`src/rtl/pll_phase_ctrl.sv`:
```
// ECP5 EHXPLLL supervisor and dynamic-phase sequencer.
// Pulses the PLL reset, qualifies LOCK with a timeout/retry loop, produces a
// clean fabric reset, and turns phase-step requests into PHASESEL/PHASEDIR/
// PHASESTEP/PHASELOADREG sequences one request at a time.
module pll_phase_ctrl #(
  parameter int RST_CYCLES    = 16,
  parameter int LOCK_TIMEOUT  = 250000,
  parameter int STABLE_CYCLES = 1024,
  parameter int PULSE_CYCLES  = 4,
  parameter int GAP_CYCLES    = 4
) (
  input  logic       clock,
  input  logic       reset,
  input  logic       pll_locked,
  output logic       pll_rst,
  output logic [1:0] pll_phasesel,
  output logic       pll_phasedir,
  output logic       pll_phasestep,
  output logic       pll_phaseloadreg,
  input  logic       step_valid,
  output logic       step_ready,
  input  logic [1:0] step_sel,
  input  logic       step_dir,
  input  logic [3:0] step_count,
  output logic       rst_out,
  output logic [7:0] retries
);

  localparam int MAX_LS = (LOCK_TIMEOUT > STABLE_CYCLES) ? LOCK_TIMEOUT : STABLE_CYCLES;
  localparam int MAX_RP = (RST_CYCLES > PULSE_CYCLES + GAP_CYCLES) ?
                          RST_CYCLES : PULSE_CYCLES + GAP_CYCLES;
  localparam int MAX_C  = (MAX_LS > MAX_RP) ? MAX_LS : MAX_RP;
  localparam int CW     = $clog2(MAX_C + 1);

  localparam logic [CW-1:0] RST_LAST    = CW'(RST_CYCLES - 1);
  localparam logic [CW-1:0] LOCK_LAST   = CW'(LOCK_TIMEOUT - 1);
  localparam logic [CW-1:0] STABLE_LAST = CW'(STABLE_CYCLES - 1);
  localparam logic [CW-1:0] PULSE_LAST  = CW'(PULSE_CYCLES - 1);
  localparam logic [CW-1:0] GAP_LAST    = CW'(GAP_CYCLES - 1);
  localparam logic [CW-1:0] PERIOD_LAST = CW'(PULSE_CYCLES + GAP_CYCLES - 1);

  localparam logic [2:0] S_PLL_RST   = 3'd0;
  localparam logic [2:0] S_WAIT_LOCK = 3'd1;
  localparam logic [2:0] S_STABLE    = 3'd2;
  localparam logic [2:0] S_IDLE      = 3'd3;
  localparam logic [2:0] S_SETUP     = 3'd4;
  localparam logic [2:0] S_STEP      = 3'd5;
  localparam logic [2:0] S_LOAD      = 3'd6;

  logic [2:0]    state;
  logic [CW-1:0] cnt;
  logic [3:0]    steps_left;
  logic          abort;
  logic          lk_meta;
  logic          lk;
  logic          abort_now;

  // A lock drop seen during a pulse is remembered so the pulse can finish first.
  assign abort_now = abort | ~lk;

  // Two-flop synchronizer bringing the asynchronous PLL LOCK into the clock domain.
  always_ff @(posedge clock or posedge reset) begin
    if (reset) begin
      lk_meta <= 1'b0;
      lk      <= 1'b0;
    end else begin
      lk_meta <= pll_locked;
      lk      <= lk_meta;
    end
  end

  // Supervisor / phase-sequencer state machine with registered outputs.
  always_ff @(posedge clock or posedge reset) begin
    if (reset) begin
      state            <= S_PLL_RST;
      cnt              <= '0;
      steps_left       <= '0;
      abort            <= 1'b0;
      pll_rst          <= 1'b1;
      rst_out          <= 1'b1;
      step_ready       <= 1'b0;
      retries          <= '0;
      pll_phasesel     <= '0;
      pll_phasedir     <= 1'b1;
      pll_phasestep    <= 1'b1;
      pll_phaseloadreg <= 1'b1;
    end else begin
      case (state)
        S_PLL_RST: begin
          if (cnt == RST_LAST) begin
            pll_rst <= 1'b0;
            cnt     <= '0;
            state   <= S_WAIT_LOCK;
          end else begin
            cnt <= cnt + CW'(1);
          end
        end
        S_WAIT_LOCK: begin
          if (lk) begin
            cnt   <= '0;
            state <= S_STABLE;
          end else if (cnt == LOCK_LAST) begin
            if (retries != 8'hFF) retries <= retries + 8'd1;
            pll_rst <= 1'b1;
            cnt     <= '0;
            state   <= S_PLL_RST;
          end else begin
            cnt <= cnt + CW'(1);
          end
        end
        S_STABLE: begin
          if (!lk) begin
            cnt   <= '0;
            state <= S_WAIT_LOCK;
          end else if (cnt == STABLE_LAST) begin
            rst_out    <= 1'b0;
            step_ready <= 1'b1;
            cnt        <= '0;
            state      <= S_IDLE;
          end else begin
            cnt <= cnt + CW'(1);
          end
        end
        S_IDLE: begin
          if (!lk) begin
            rst_out    <= 1'b1;
            step_ready <= 1'b0;
            cnt        <= '0;
            state      <= S_WAIT_LOCK;
          end else if (step_valid) begin
            pll_phasesel <= step_sel;
            pll_phasedir <= step_dir;
            steps_left   <= step_count;
            step_ready   <= 1'b0;
            cnt          <= '0;
            state        <= S_SETUP;
          end
        end
        S_SETUP: begin
          if (!lk) begin
            rst_out <= 1'b1;
            cnt     <= '0;
            state   <= S_WAIT_LOCK;
          end else if (cnt == GAP_LAST) begin
            cnt <= '0;
            if (steps_left == 4'd0) begin
              pll_phaseloadreg <= 1'b0;
              state            <= S_LOAD;
            end else begin
              pll_phasestep <= 1'b0;
              state         <= S_STEP;
            end
          end else begin
            cnt <= cnt + CW'(1);
          end
        end
        S_STEP: begin
          cnt <= cnt + CW'(1);
          if (cnt == PULSE_LAST) begin
            pll_phasestep <= 1'b1;
            if (abort_now) begin
              abort   <= 1'b0;
              rst_out <= 1'b1;
              cnt     <= '0;
              state   <= S_WAIT_LOCK;
            end
          end else if (cnt < PULSE_LAST) begin
            if (!lk) abort <= 1'b1;
          end else if (!lk) begin
            rst_out <= 1'b1;
            cnt     <= '0;
            state   <= S_WAIT_LOCK;
          end else if (cnt == PERIOD_LAST) begin
            cnt <= '0;
            if (steps_left == 4'd1) begin
              pll_phaseloadreg <= 1'b0;
              state            <= S_LOAD;
            end else begin
              steps_left    <= steps_left - 4'd1;
              pll_phasestep <= 1'b0;
            end
          end
        end
        S_LOAD: begin
          cnt <= cnt + CW'(1);
          if (cnt == PULSE_LAST) begin
            pll_phaseloadreg <= 1'b1;
            if (abort_now) begin
              abort   <= 1'b0;
              rst_out <= 1'b1;
              cnt     <= '0;
              state   <= S_WAIT_LOCK;
            end
          end else if (cnt < PULSE_LAST) begin
            if (!lk) abort <= 1'b1;
          end else if (!lk) begin
            rst_out <= 1'b1;
            cnt     <= '0;
            state   <= S_WAIT_LOCK;
          end else if (cnt == PERIOD_LAST) begin
            step_ready <= 1'b1;
            cnt        <= '0;
            state      <= S_IDLE;
          end
        end
        default: begin
          pll_rst <= 1'b1;
          rst_out <= 1'b1;
          cnt     <= '0;
          state   <= S_PLL_RST;
        end
      endcase
    end
  end

endmodule
```
`config.mk`:
```
export PLATFORM = sky130hd
export DESIGN_NAME = pll_phase_ctrl
export DESIGN_NICKNAME = d
export VERILOG_FILES = /design/src/rtl/pll_phase_ctrl.sv
export SDC_FILE = /design/constraint.sdc
export NUM_CORES = 1
export LEC_CHECK = 0
export BUFFER_PORTS_ARGS = -buffer_cell sky130_fd_sc_hd__buf_2
export CAP_MARGIN = 20
export CORE_MARGIN = 4
export CORE_UTILIZATION = 41
export CTS_CLUSTER_DIAMETER = 50
export DETAILED_ROUTE_END_ITERATION = 12
export GPL_TIMING_DRIVEN = 0
export MAX_ROUTING_LAYER = met4
export PLACE_DENSITY_LB_ADDON = 0.1
export SETUP_SLACK_MARGIN = 0.1
export SYNTH_ARGS = -nofsm -noshare
export SYNTH_HDL_FRONTEND = slang
export SYNTH_SLANG_ARGS = --single-unit
```
`constraint.sdc`:
```
create_clock -name clock -period 2.9 [get_ports clock]
set_input_delay 0.145 -clock clock [delete_from_list [all_inputs] [get_ports clock]]
set_output_delay 0.145 -clock clock [all_outputs]
set_load 0.02 [all_outputs]
```
==> run summary, run 1 <==
Mapped Cells -> 288
Slew HR -> 46.1%
status -> finished clean
most common cell after layout, fill and taps aside -> dfrtp_1
DIE HEIGHT -> 88.5 um
Least-Margin Pin Slew -> 0.803 ns
WL final -> 6660 um
Placement Rows -> 29
Worst Setup Start Kind -> register
Netlist cell types -> 56
pwr dens -> 819 mW/mm2
placed wire-length estimate -> 4800 um
worst setup path class -> reg2reg
critical-path cell list -> ha_4 -> and3_4 -> nand4_4 -> or4_4 -> a311o_4 -> a2111oi_0 -> nor2_1
Num Clock Sinks -> 44
critical-path cell with the highest stage delay -> a2111oi_0
GRT Residual Overflow -> 0
f_max -> 380 MHz
IO Pins -> 27
core footprint -> 0.00631 mm2
post-synthesis sequential area ratio -> 41.6%
nets -> 345
antenna cell count -> 0
antenna-violating nets left -> 0
vias in the first global route -> 2,210
worst r2r dst -> cnt[11]
placed cell count -> 392
Vias -> 2,368
Reg2Reg Setup Slack -> 0.27 ns
root buf cell -> clkbuf_8
Post-synth EDFFs -> 0
Slew Limit Fails -> 0
Worst EP required -> 3.07 ns
Crit path arrival time -> 2.80 ns
Tmin final -> 2.63 ns
Hold Vio Cnt, Final -> 0
drt wl/cell -> 16.3 um
worst skew pair latency -> 0.30 ns
Setup Viol. Count Final -> 0
Worst Hold Class -> in2reg
crit path launch -> cnt[0]
global-route wire length before repair -> 11,000 um
Final TNS setup -> 0 ns
count of buffers from port buffering -> 26
vias per cell -> 5.80
initial antenna violation count -> 0
Die Area -> 0.00784 mm2
Worst R2R Start -> cnt[0]
H-tree levels -> 2
Layout area overhead -> 16.8%
ys async rst share -> 100%
post-route non-filler standard cell count -> 408
Max VDD drop -> 0.404 mV
Crit path largest cell delay -> 0.57 ns
GRT Total Usage -> 18.4%
MaxCap Viol Count -> 0
1st-pass router iterations -> 4
Clock Skews -> 0.00547 ns
Main synth FF type -> dfrtp_1
worst-case reg-to-reg path depth -> 7
Avg Cell Area, Syn -> 9.24 um2
post-synthesis register bit count -> 44
CTS buffer count -> 5
crit path max fanout -> 6
Tot Pwr -> 2.55 mW
clock-pin slew on the worst setup and hold paths -> 0.09 ns
warnings from Yosys -> 0
Critical Path End -> cnt[11]
crit end category -> register
crit share post-route -> 90.8%
Fill cells -> 636
Initial Util -> 42.1%
DRC -> 0
Netlist Area Pre-Place -> 0.00266 mm2
largest net degree at the start of global routing -> 29
most frequent cells in the layout -> 38 x dfrtp_1, 26 x nand2_1, 26 x buf_2, 22 x o21ai_0, 21 x nor2_1
gpl congestion -> 0.860
initial drt markers -> 103
Leak -> 1.36 nW
RSZ-0062 raised after global routing -> false
Die W -> 88.5 um
share of cells above drive strength 1 -> 21.5%
post-synth net total -> 303
TritonCTS clock tree -> done
clk buf depth -> 2
[where the power goes]
part	total [mW]	internal, mW	switching, mW
clock	0.388	0.169	0.219
combinational	1.28	0.482	0.797
sequential	0.879	0.763	0.116
total	2.55	1.41	1.13
[per-layer routing]
layer | share of wire, % | global-route usage, %
met1 | 48 | 25.1
met2 | 47 | 27.9
met3 | 3.7 | 3.82
met4 | 0.96 | 5.22
met5 | 0 | -
[cell usage after synthesis (4+ instances only)]
master    instances  area, um2
nand2_1          26       97.6
nand4_1           7       43.8
mux2_2            4       45.0
mux2i_1           5       50.1
a21oi_1          13       65.1
nand3_1          14       70.1
o221ai_1         11       96.3
or3_1             4       25.0
nor2_1           21       78.8
o31ai_1          13       97.6
o21ai_0          22        110
nor2b_1           6       37.5
inv_1            10       37.5
xnor2_1           7       61.3
dfrtp_1          39        976
dfstp_2           5        131
nand2b_1          4       25.0
and2_1            6       37.5
nor3_1            6       30.0
clkbuf_1          7       26.3
ha_1              4       50.1
[state kept, by name, summed over array words and instances, names as in the netlist, 2 cells and up]
| name | cells |
|---|---|
| cnt | 18 |
| retries | 8 |
| steps_left | 4 |
| state | 3 |
| pll_phasesel | 2 |
[worst max-delay path, delay by kind of cell, from the launching register on]
family	cells	cell delay (ns)
simple gates	4	0.90
fa+ha+maj	1	0.18
compound gates	2	1.03
flops	1	0.41
[timing repair]
item,in CTS,in global routing
pin swaps,0,6
hold buffers,2,0
setup buffers,1,5
gates resized for setup,3,9
endpoints found under the setup margin,13,28
endpoints found under the hold margin,13,0
[area by class of cell]
cell class,instances,area [um2],area share [%]
plain buffers,12,58.8,1.89
clock buffers,6,72.6,2.34
clock inverters,2,12.5,0.403
inverters,10,37.5,1.21
multi-input cells,222,1510,48.4
flip-flops and latches,44,1110,35.7
well taps,77,96.3,3.10
repair buffers,35,215,6.93
[through the flow]
stage / area (um2) / hold WS (ns) / worst slack (ns) / util [%]
floorplan: 2660 / 0.176 / 0.239 / -
global placement: 2890 / 0.262 / -0.0127 / 45.7
detailed placement: 2910 / 0.156 / -0.0344 / 46.0
CTS: 3040 / 0.0668 / 0.110 / 48.1
global route: 3110 / 0.0610 / 0.115 / 49.2
finish: 3110 / 0.0732 / 0.267 / 49.2
[logic make-up after synthesis]
kind of cell,Yosys count,share of synthesized area [%]
AO/OA/AOI/OAI,84,22.1
XOR/XNOR,8,2.63
adder cells (fa/ha/maj),4,1.88
buffers and inverters,22,3.43
flip-flops,44,41.6
multiplexers,9,3.57
AND/OR/NAND/NOR,117,24.7
[worst min path at each step]
stage          cells past startpoint        start              end
2_1_floorplan                      0   pll_locked          lk_meta
3_3_place_gp                       1   pll_locked          lk_meta
3_5_place_dp                       2        reset  pll_phasesel[0]
4_1_cts                            2  step_sel[1]  pll_phasesel[1]
5_1_grt                            2  step_sel[1]  pll_phasesel[1]
6_report                           2  step_sel[1]  pll_phasesel[1]
No activity file was read; power rests on OpenSTA's default activity.
==> run 2, diff against run 1 <==
Settings changed: CELL_PAD_IN_SITES_DETAIL_PLACEMENT set to 0, CELL_PAD_IN_SITES_GLOBAL_PLACEMENT set to 2, CORE_UTILIZATION 41 to 37, PLACE_DENSITY set to 0.85, PLACE_DENSITY_LB_ADDON 0.1 to unset.
==> run summary, run 2 (synthesis results as in run 1) <==
Largest Register -> cnt
1st-pass router iterations -> 4 (unchanged)
antenna-violating nets left -> 0 (unchanged)
share of cells above drive strength 1 -> 22.2% (+0.71 points)
critical-path cell with the highest stage delay -> or4_4
Slew HR -> 51.9% (+5.8 points)
vias per cell -> 5.67 (-2.4%)
pwr dens -> 865 mW/mm2 (+5.5%)
critical-path cell list -> buf_6 -> nor4_4 -> nand2_1 -> or4_4 -> a311o_4 -> or4_4 -> o22a_1
clk buf depth -> 2 (unchanged)
Worst Hold Class -> in2reg
GRT Total Usage -> 17.7% (-0.70 points)
Reg2Reg Setup Slack -> 0.21 ns (-0.06 ns)
Crit path largest cell delay -> 0.58 ns (about the same)
H-tree levels -> 2 (unchanged)
Worst Setup Start Kind -> register
RSZ-0062 raised after global routing -> true
hold depth -> 2 (unchanged)
clock-pin slew on the worst setup and hold paths -> 0.11 ns (+0.02 ns)
Crit path arrival time -> 2.90 ns (+0.10 ns)
CP most frequent cell -> or4_4
core footprint -> 0.00691 mm2 (+9.4%)
most common cell after layout, fill and taps aside -> dfrtp_1
worst setup path class -> reg2reg
Max VDD drop -> 0.359 mV (-11%)
placement-stage cell area -> 0.00293 mm2 (+0.82%)
Setup Viol. Count Final -> 0 (unchanged)
Worst Hold Launch -> step_sel[1]
count of buffers from port buffering -> 26 (unchanged)
crit share post-route -> 92.7% (+1.9 points)
Hold EP -> pll_phasesel[1]
Die Area -> 0.00861 mm2 (+9.8%)
Die W -> 92.8 um (+4.8%)
Layout area overhead -> 20.1%
worst skew pair latency -> 0.31 ns (about the same)
final core area utilization -> 46.3% (-2.9 points)
most frequent cells in the layout -> 39 x dfrtp_1, 26 x nand2_1, 26 x buf_2, 22 x o21ai_0, 21 x nor2_1
Worst R2R Start -> cnt[13]
largest net degree at the start of global routing -> 34 (+17%)
vias in the first global route -> 2,304 (+4.3%)
TritonCTS clock tree -> done
Leak -> 1.38 nW (+1.8%)
Least-Margin Pin Slew -> 0.713 ns (-0.0902 ns)
GRT Residual Overflow -> 0 (unchanged)
Regs by FF count -> cnt: 18 flops, retries: 8 flops, steps_left: 4 flops
gpl congestion -> 0.857 (-0.38%)
Num Clock Sinks -> 44 (unchanged)
antenna cell count -> 0 (unchanged)
number of flip-flops in the largest register -> 18 (unchanged)
DIE HEIGHT -> 92.8 um (+4.8%)
MaxCap Viol Count -> 0 (unchanged)
worst r2r dst -> state[2]
Vias -> 2,436 (+2.9%)
Placement Rows -> 30 (+3.4%)
Clock Skews -> 0.0172 ns (+0.0118 ns)
f_max -> 372 MHz (-2.1%)
Slew Limit Fails -> 0 (unchanged)
WL final -> 7170 um (+7.7%)
placed wire-length estimate -> 4990 um (+3.9%)
Initial Util -> 38.5% (-3.6 points)
root buf cell -> clkbuf_8
DRC -> 0 (unchanged)
worst-case reg-to-reg path depth -> 7 (unchanged)
drt wl/cell -> 16.7 um (+2.1%)
initial drt markers -> 120 (+17%)
Worst EP required -> 3.11 ns (+0.04 ns)
global-route wire length before repair -> 12,100 um (+10%)
nets -> 348 (+0.87%)
Tmin final -> 2.69 ns (+0.0562 ns)
crit end category -> register
initial antenna violation count -> 0 (unchanged)
crit path launch -> cnt[13]
Hold Vio Cnt, Final -> 0 (unchanged)
Finished Cell Area -> 0.00320 mm2 (+2.9%)
status -> finished clean
crit path max fanout -> 9 (+3)
CTS buffer count -> 5 (unchanged)
IO Pins -> 27 (unchanged)
==> run 2: worst max path at each step <==
stage / end / slack (ns) / depth (start not counted)
2_1_floorplan: state[2] / 0.24 / 7
3_3_place_gp: cnt[0] / -0.09 / 8
3_5_place_dp: cnt[0] / -0.07 / 8
4_1_cts: state[2] / 0.10 / 7
5_1_grt: cnt[7] / 0.08 / 8
6_report: state[2] / 0.21 / 7
==> run 2: area by class of cell <==
cell class / instances / area, um2
Tap cell: 96 / 120
Sequential cell: 44 / 1110
Multi-Input combinational cell: 222 / 1520
Timing Repair Buffer: 38 / 238
Inverter: 10 / 37.5
Fill cell: 734 / 3710
Clock inverter: 3 / 46.3
Clock buffer: 5 / 68.8
Buffer: 12 / 57.6
==> run 2: report_power, final <==
| part | switching (mW) | total, mW | leakage, nW | internal (mW) |
|---|---|---|---|---|
| Sequential | 0.113 | 0.876 | 0.570 | 0.763 |
| Clock | 0.246 | 0.506 | 0.0548 | 0.260 |
| Combinational | 0.841 | 1.38 | 0.759 | 0.540 |
==> run 2: repair_timing <==
action | 4_1_cts | 5_1_grt
setup endpoints to repair | 13 | 24
buffers inserted | 4 | 5
hold endpoints to repair | 10 | 0
hold buffers | 2 | 0
resized for setup | 5 | 7
pin swaps | 3 | 3
==> run 2: worst max-delay path, delay by kind of cell, from the launching register on <==
| kind | cells | cell delay [ns] |
|---|---|---|
| flops | 1 | 0.39 |
| buf+inv | 1 | 0.14 |
| simple gates | 4 | 1.48 |
| compound gates | 2 | 0.59 |
==> run 2: per-stage QoR <==
step / setup WS (ns) / power (mW) / hold WS [ns] / cells / TNS (ns)
5_1_grt: 0.0788 / 2.96 / 0.0572 / 430 / 0
2_1_floorplan: 0.239 / 1.75 / 0.176 / 288 / 0
6_report: 0.211 / 2.76 / 0.0707 / 430 / 0
4_1_cts: 0.101 / 2.67 / 0.0693 / 425 / 0
3_5_place_dp: -0.0723 / 2.10 / 0.117 / 411 / -0.559
3_3_place_gp: -0.0892 / 2.11 / 0.262 / 410 / -0.721
==> run 2: routing by layer <==
| metal | share of wire [%] | global-route usage [%] | vias up |
|---|---|---|---|
| li1 | - | - | 1187 |
| met1 | 50 | 26.2 | 1189 |
| met2 | 45 | 25.9 | 54 |
| met3 | 4.3 | 3.01 | 6 |
| met4 | 0.52 | 3.05 | 0 |
| met5 | 0 | - | - |
==> run 3, diff against run 2 <==
Settings changed: PLACE_DENSITY 0.85 to 0.83.
==> run summary, run 3 (synthesis results as in run 1) <==
Crit path largest cell delay -> 0.58 ns (about the same)
H-tree levels -> 2 (unchanged)
number of flip-flops in the largest register -> 18 (unchanged)
core footprint -> 0.00691 mm2 (unchanged)
Worst Hold Class -> in2reg
critical-path cell with the highest stage delay -> or4_4
crit path max fanout -> 6 (-3)
Max VDD drop -> 0.307 mV (-14%)
placed cell count -> 411 (unchanged)
GRT Residual Overflow -> 0 (unchanged)
placement-stage cell area -> 0.00293 mm2 (unchanged)
count of buffers from port buffering -> 26 (unchanged)
clock-pin slew on the worst setup and hold paths -> 0.09 ns (-0.02 ns)
antenna-violating nets left -> 0 (unchanged)
Vias -> 2,440 (+0.16%)
most frequent cells in the layout -> 38 x dfrtp_1, 26 x nand2_1, 26 x buf_2, 22 x o21ai_0, 21 x nor2_1
RSZ-0062 raised after global routing -> false
MaxCap Viol Count -> 0 (unchanged)
Leak -> 1.38 nW (about the same)
share of cells above drive strength 1 -> 22.2% (+0.067 points)
Setup Viol. Count Final -> 0 (unchanged)
pwr dens -> 843 mW/mm2 (-2.5%)
placed wire-length estimate -> 5060 um (+1.4%)
CP most frequent cell -> or4_4
Largest Register -> cnt
initial antenna violation count -> 0 (unchanged)
gpl congestion -> 0.854 (-0.34%)
Die W -> 92.8 um (unchanged)
P_int -> 1.52 mW (-2.7%)
root buf cell -> clkbuf_8
vias in the first global route -> 2,324 (+0.87%)
GRT Total Usage -> 17.8% (+0.10 points)
crit share post-route -> 93.2% (+0.51 points)
Worst Setup Start Kind -> register
1st-pass router iterations -> 4 (unchanged)
delay-heaviest family, CP -> simple AND/OR/NAND/NOR gates
Initial Util -> 38.5% (unchanged)
Slew HR -> 53.7% (+1.8 points)
Regs by FF count -> cnt: 18 flops, retries: 8 flops, steps_left: 4 flops
status -> finished clean
largest net degree at the start of global routing -> 38 (+12%)
Num Clock Sinks -> 44 (unchanged)
Gate power share -> 49.0% (-1.0 points)
initial drt markers -> 98 (-18%)
Least-Margin Pin Slew -> 0.686 ns (-0.0267 ns)
WL final -> 7110 um (-0.78%)
Crit path arrival time -> 2.90 ns (about the same)
most common cell after layout, fill and taps aside -> dfrtp_1
Hold Vio Cnt, Final -> 0 (unchanged)
Reg power frac -> 32.5% (+0.8 points)
worst setup path class -> reg2reg
crit end category -> register
worst skew pair latency -> 0.30 ns (about the same)
DIE HEIGHT -> 92.8 um (unchanged)
nets -> 347 (-0.29%)
sw frac -> 43.4% (about the same)
final core area utilization -> 46.2% (-0.091 points)
Clk pwr share -> 18.5% (+0.2 points)
drt wl/cell -> 16.6 um (-0.55%)
Slew Limit Fails -> 0 (unchanged)
antenna cell count -> 0 (unchanged)
Finished Cell Area -> 0.00319 mm2 (-0.20%)
post-route non-filler standard cell count -> 429 (-0.23%)
Tmin final -> 2.70 ns (+0.0149 ns)
Layout area overhead -> 19.9%
critical-path cell list -> ha_4 -> and3_4 -> nand4_4 -> or4_4 -> a311o_4 -> or4_4 -> o22a_1
f_max -> 370 MHz (-0.55%)
CP Buf/Inv Count -> 0 (-1)
Die Area -> 0.00861 mm2 (unchanged)
CTS buffer count -> 5 (unchanged)
clk buf depth -> 2 (unchanged)
global-route wire length before repair -> 12,100 um (-0.23%)
Clock Skews -> 0.00453 ns (-0.0127 ns)
vias per cell -> 5.69 (+0.40%)
IO Pins -> 27 (unchanged)
NetSw -> 1.17 mW (-2.6%)
Worst EP required -> 3.10 ns (about the same)
Placement Rows -> 30 (unchanged)
TritonCTS clock tree -> done
DRC -> 0 (unchanged)
run 3: cell count changes in the layout (fill, tap and decap cells not counted), sizes merged:
cell / change
clkbuf: -1
run 3: per-stage QoR:
stage                     hold slack [ns]  setup slack [ns]  power [mW]  TNS [ns]
after floorplan                     0.176             0.239        1.75         0
after global placement              0.255            -0.101        2.11    -0.818
after detailed placement           0.0722            -0.128        2.11    -0.873
after CTS                          0.0633             0.105        2.68         0
after global routing               0.0663             0.111        2.89         0
final                              0.0696             0.196        2.69         0
run 3: layer usage:
layer | part of all wire, % | track usage, % | vias to the layer above | wire length (um)
met3 | 4.0 | 2.60 | 4 | 286
met2 | 47 | 26.8 | 48 | 3370
met4 | 0.55 | 4.03 | 0 | 39
li1 | - | - | 1182 | -
met5 | 0 | - | - | 0
met1 | 48 | 25.6 | 1206 | 3420
run 3: power by group through the flow:
stage / combinational [mW] / clock [mW] / sequential [mW]
after floorplan: 0.830 / 0 / 0.925
after global placement: 1.23 / 0 / 0.881
after detailed placement: 1.22 / 0 / 0.886
after CTS: 1.30 / 0.509 / 0.874
after global routing: 1.47 / 0.532 / 0.894
final: 1.32 / 0.496 / 0.875
run 3: path summary, 6_finish.rpt:
| path | from | endpoint | slack, ns | depth (start not counted) |
|---|---|---|---|---|
| min in group asynchronous | reset | state[1] | 0.29 | 3 |
| max reg2reg | cnt[0] | state[2] | 0.20 | 7 |
| min reg2reg | lk_meta | lk | 0.36 | 0 |
| min | step_sel[0] | pll_phasesel[0] | 0.07 | 2 |
| max | cnt[0] | state[2] | 0.20 | 7 |
| max in group asynchronous | reset | pll_phaseloadreg | 2.08 | 4 |
run 3: repair_timing:
action	in CTS	in global routing
setup endpoints to repair	13	22
gates resized for setup	7	6
hold endpoints to repair	8	0
buffers inserted	5	3
hold buffers	2	0
pin swaps	3	2
run 3: area by class of cell:
type / instances / area, um2
clock buffers: 5 / 68.8
multi-input cells: 222 / 1520
well taps: 96 / 120
repair buffers: 37 / 230
clock inverters: 3 / 46.3
flip-flops and latches: 44 / 1110
plain buffers: 12 / 57.6
inverters: 10 / 37.5
fillers: 698 / 3720
